`config.mk`:
```
export PLATFORM = sky130hd
export DESIGN_NAME = latrsnq_bank
export DESIGN_NICKNAME = d
export VERILOG_FILES = /design/src/rtl/latrsnq_bank.sv
export SDC_FILE = /design/constraint.sdc
export NUM_CORES = 1
export LEC_CHECK = 0
export ABC_AREA = 1
export CAP_MARGIN = 20
export CORE_MARGIN = 5
export CORE_UTILIZATION = 30
export CTS_CLUSTER_SIZE = 14
export DETAILED_ROUTE_END_ITERATION = 16
export GPL_TIMING_DRIVEN = 0
export PLACE_DENSITY = 0.72
export SYNTH_ARGS = -nofsm -noshare
export SYNTH_HDL_FRONTEND = slang
export SYNTH_SLANG_ARGS = --single-unit
```
`constraint.sdc`:
```
create_clock -name CLK -period 0.95 [get_ports CLK]
set_input_delay 0.19 -clock CLK [delete_from_list [all_inputs] [get_ports CLK]]
set_output_delay 0.19 -clock CLK [all_outputs]
set_load 0.05 [all_outputs]
```
`src/rtl/latrsnq_bank.sv`:
```
// Bank of independent clocked set/clear/load channels. Each channel can run in
// registered or latch-emulating output mode, and set/clear collisions are counted.
module latrsnq_bank #(
    parameter int               WIDTH        = 8,
    parameter logic [WIDTH-1:0] RESET_VAL    = '0,
    parameter bit               SET_DOMINANT = 1'b0,
    parameter bit               TRANSPARENT  = 1'b0,
    parameter int               CNT_WIDTH    = 4
) (
    input  logic                 CLK,
    input  logic                 RN,
    input  logic [WIDTH-1:0]     E,
    input  logic [WIDTH-1:0]     D,
    input  logic [WIDTH-1:0]     SETN,
    input  logic [WIDTH-1:0]     CLRN,
    output logic [WIDTH-1:0]     Q,
    output logic                 CONFLICT,
    output logic [CNT_WIDTH-1:0] CONFLICT_CNT
);

    localparam logic [CNT_WIDTH-1:0] CNT_MAX = {CNT_WIDTH{1'b1}};

    logic [WIDTH-1:0]     s_reg;
    logic [WIDTH-1:0]     s_next;
    logic [WIDTH-1:0]     conflict_vec;
    logic                 conflict_cycle;
    logic                 conflict_reg;
    logic [CNT_WIDTH-1:0] cnt_reg;
    logic [CNT_WIDTH-1:0] cnt_next;

    // Per-channel next state; reset, then collision, clear, set, load, hold.
    genvar gi;
    generate
        for (gi = 0; gi < WIDTH; gi++) begin : g_chan
            assign conflict_vec[gi] = ~SETN[gi] & ~CLRN[gi];
            assign s_next[gi] = !RN              ? RESET_VAL[gi] :
                                conflict_vec[gi] ? SET_DOMINANT  :
                                !CLRN[gi]        ? 1'b0          :
                                !SETN[gi]        ? 1'b1          :
                                E[gi]            ? D[gi]         :
                                                   s_reg[gi];
        end
    endgenerate

    // A collision during reset is swallowed by the reset itself.
    assign conflict_cycle = RN & (|conflict_vec);

    always_comb begin
        cnt_next = cnt_reg;
        if (conflict_cycle && (cnt_reg != CNT_MAX)) begin
            cnt_next = cnt_reg + CNT_WIDTH'(1);
        end
    end

    always_ff @(posedge CLK) begin
        if (!RN) begin
            s_reg        <= RESET_VAL;
            conflict_reg <= 1'b0;
            cnt_reg      <= '0;
        end else begin
            s_reg        <= s_next;
            conflict_reg <= conflict_cycle;
            cnt_reg      <= cnt_next;
        end
    end

    // Flow-through mode exposes the next state; it never feeds back into s_next.
    generate
        if (TRANSPARENT) begin : g_flow
            assign Q = s_next;
        end else begin : g_reg
            assign Q = s_reg;
        end
    endgenerate

    assign CONFLICT     = conflict_reg;
    assign CONFLICT_CNT = cnt_reg;

endmodule

```
; Word-level counts from Yosys, hierarchy flattened
; Index checks and enable logic that the tools add are counted.
[word_totals]
input_bits = 34
reg_bits = 13
[classes]
bitwise_logic = 26
add_sub_neg = 1
mux = 16
reduce_logical = 10
eq_ne = 9
[ops]
columns = cell, n
row1 = 3-bit OR reduction, 8
row2 = 1-bit inverter, 17
row3 = 1-bit two-way mux, 16
row4 = "2-bit != test, second input constant", 8
row5 = 1-bit bitwise AND, 9
row6 = 8-bit OR reduction, 1
row7 = "4-bit by 1-bit adder with 4-bit output, second input constant", 1
row8 = "4-bit != test, second input constant", 1
row9 = 1-bit logical AND, 1

; Logic depth before layout (Yosys ltp)
[logic_depth]
depth_word = 5
mapped_depth = 9

; Worst setup path before layout
; OpenSTA, ideal clock, no wires.
[synth_path]
kind = register -> register
startpoint = reg cnt_reg[0], in the netlist CONFLICT_CNT[0]
endpoint = reg cnt_reg[0], in the netlist CONFLICT_CNT[0]
path_buffers = 0
path_slack_ns = -0.547
required_time_ns = 0.840
stages_incl_launch_ff = 9
setup_ns = 0.110
t_arrival_ns = 1.387
cell_sequence = dfxtp_1 ha_1 nand2_1 inv_1 nand2_4 nand3_2 nand2_1 inv_2 nor2_1
[synth_between]
elab_chain_cells = 2
[synth_lines]
columns = element, line
row1 = from (decl), 28  ; logic [CNT_WIDTH-1:0] cnt_reg;
row2 = from (signal assigned), 63  ; cnt_reg <= cnt_next;
row3 = branches (longest 2 deep; another with 4-bit by 1-bit adder with 4-bit output), n/a
; Parallel ways; which one is timed is not known.
; A chain may end at the register's enable or synchronous reset.

; Final worst setup path
[layout_path]
startpoint = reg cnt_reg[1], in the netlist CONFLICT_CNT[1]
endpoint = reg cnt_reg[2], in the netlist CONFLICT_CNT[2]
; The elaborated chain is that of the path after synthesis.

==> metrics.cfg <==
[power_and_ir_drop]
p_clk_share_pct=22.7
p_per_area_mw_per_mm2=1100
switchingPower_uw=518
swShare_pct=33.3
p_seq_share_pct=41.0
power_leakage_uw=0.000760
vdd_drop_max_mv=0.750
p_int_uw=1040
p_comb_share_pct=36.3

[synthesis]
synth_compound_area_share_pct=15.0
synth.area.top_cells=dfxtp_1, nand2_1, inv_1, a211oi_1, a21oi_1
syn-num-nets=142
seq_area_frac_synth_pct=37.1
synth_fa_ha_area_share_pct=1.79
synth_top_area_share_pct=37.1
ys_seq_elements=13
synth_largest_area_cell=dfxtp_1
synthMuxAreaShare_pct=0
synth_top_family_by_area=simple AND/OR/NAND/NOR gates
ys_types=16
synth.avg_cell_area_um2=6.55
synth_cells=107
yosys.area_share.simple_pct=28.9
syn-cell-area_um2=701
yosysWarnings=0
synth_xor_area_share_pct=0

[routing]
ant_nets=0
drt_iter0_markers=9
wl_met3_um=236
via_per_inst=4.46
post-route-drc-count=0
drtPass1Iterations=4
met2_wirelength_um=1180
met1_length_um=800
totalWireLength_um=2250
wire_per_inst_um=11.4
vias=883
top_layer=met4

[sta]
finalCritPeriodShare_pct=111
rsz0062_at_grt=yes
slew_headroom_pct=85.9
finClkSkew_ns=0.00453
finalHoldViolCount=0
timing.final.ws_setup_ns=-0.105
final_max_slew_viol_count=0
fin_crit_ns=1.05
tightestPinTransition_ns=0.210
finalSetupViolCount=16
fmax_ghz=0.948

[global_route]
first_global_vias=1000
grt_max_degree=10
overflow=0
grt_usage_pct=14.6
grt_pass1_wl_um=3810
antenna_found_initial=0

[cts]
htree_levels=1
path_clk_slew_ns=0.08
cts-root-buf=clkbuf_4
cts-buffers-inserted=3
clkLatencyLatePin_ns=0.28
cts.sinks=13
cts_tree=built
cts_buffer_depth=2

[floorplan]
die_h_um=58.3
initial_utilization_pct=31.7
die_area_mm2=0.00340
pin_count=47
core_area_mm2=0.00221
rows=17
fp.dieW_um=58.3

[worst_setup_path]
arrival_ns=1.24
crit_type=flip-flop to flip-flop
r2r_end=CONFLICT_CNT[2]
start_kind=flip-flop
r2r_start=CONFLICT_CNT[1]
rr_worst_depth=7
cpMostUsedCell=nand2_4
slowest_stage=dfxtp_4
critPathMaxStageDelay_ns=0.37
cp-end-kind=flip-flop
cp-endpoint=CONFLICT_CNT[2]
cp_max_fo=4
worst_ep_required_time_ns=1.13
crit_chain=ha_4 -> nand2_4 -> inv_4 -> nand2_4 -> nand3_4 -> nor2_2 -> nor2_1
r2r_slack_ns=-0.10
startpoint=CONFLICT_CNT[1]

[placement]
hpwl_um=1710
gp_congestion=0.709
placed_cell_area_mm2=0.00122
place_ws_ns=-0.505
port_buffers=45

[cells_and_area]
antenna_cells=0
fill_cells=209
multi_input_area_um2=353
areaGrowthSynthToFinish_pct=103
final_common_cell=nand2_1
design_area_mm2=0.00142
layout-drive-gt1-share_pct=32.9
final_cell_mix=nand2_1, inv_1, dlygate4sd2_1, clkdlybuf4s50_1, buf_4
seqCellArea_um2=287
fin_nets=206

[hold_path]
min_path_type=input port to flip-flop
hold_depth=3
min_from=RN

[run]
drv_cap=0

[outcome]
outcome=finished with violations
violations=setup timing

-- how the worst min path moves through the flow --
stage | endpoint | slack [ns]
after floorplan | Q[0] | 0.32
final | CONFLICT_CNT[0] | 0.20
after detailed placement | Q[2] | 0.46
after global routing | CONFLICT_CNT[0] | 0.19
after CTS | CONFLICT_CNT[0] | 0.19
after global placement | Q[2] | 0.45
-- final cells by class --
class	count	share of cell area, %
plain buffers	1	0.529
clock buffers	4	1.85
inverters	30	8.11
multi-input cells	63	24.8
flip-flops and latches	13	20.2
well taps	28	2.47
repair buffers	59	42.0
-- per-stage QoR --
stage               instances  setup TNS [ns]  power [uW]  hold WS [ns]  utilization, %
finish                    198          -0.664        1560         0.199            64.2
global route              198           -1.35        1640         0.188            64.2
global placement          180           -7.11        1130         0.451            55.2
floorplan                 107          -0.414         902         0.324               -
CTS                       197          -0.765        1560         0.191            63.1
detailed placement        180           -7.63        1150         0.458            55.2
-- cells by family (layout without fill, tap and decap cells) --
group	count (synthesis)	in the layout
buffers and inverters	31	94
AO/OA/AOI/OAI	17	17
flip-flops	13	13
adder cells (fa/ha/maj)	1	1
AND/OR/NAND/NOR	45	45
-- metal layers --
layer	track usage, %	up-vias
li1	-	453
met1	13.1	387
met2	27.6	37
met3	7.02	6
met4	5.63	0
met5	0	-
-- what timing repair did --
item / 4_1_cts / 5_1_grt
resized for setup: 122 / 5
hold buffers: 0 / 0
endpoints found under the setup margin: 17 / 17
pin swaps: 23 / 5
buffers inserted: 13 / 1
-- power by group through the flow --
stage	Combinational, uW	Sequential, uW	Clock (uW)
3_3_place_gp	492	640	0
5_1_grt	604	646	393
3_5_place_dp	506	641	0
6_report	566	639	353
2_1_floorplan	130	772	0
4_1_cts	557	636	364
-- synth_stat cells --
master and instances:
a211oi_1 8, a21oi_1 9, buf_4 1, dfxtp_1 13, ha_1 1, inv_1 28
inv_2 2, nand2_1 30, nand2_2 1, nand2_4 1, nand3_1 3, nand3_2 1
nand3b_1 1, nand4_1 2, nor2_1 4, nor2_2 2
-- state kept, by name, indices dropped and copies added (netlist names) --
name,count
CONFLICT_CNT,4
CONFLICT,1
Q,8
-- critical path: cells and delay by family (launching register included) --
family / cells / cell delay [ns]
simple gates: 5 / 0.37
fa+ha+maj: 1 / 0.17
buf+inv: 1 / 0.04
flops: 1 / 0.37
No activity file was read; power rests on OpenSTA's default activity.
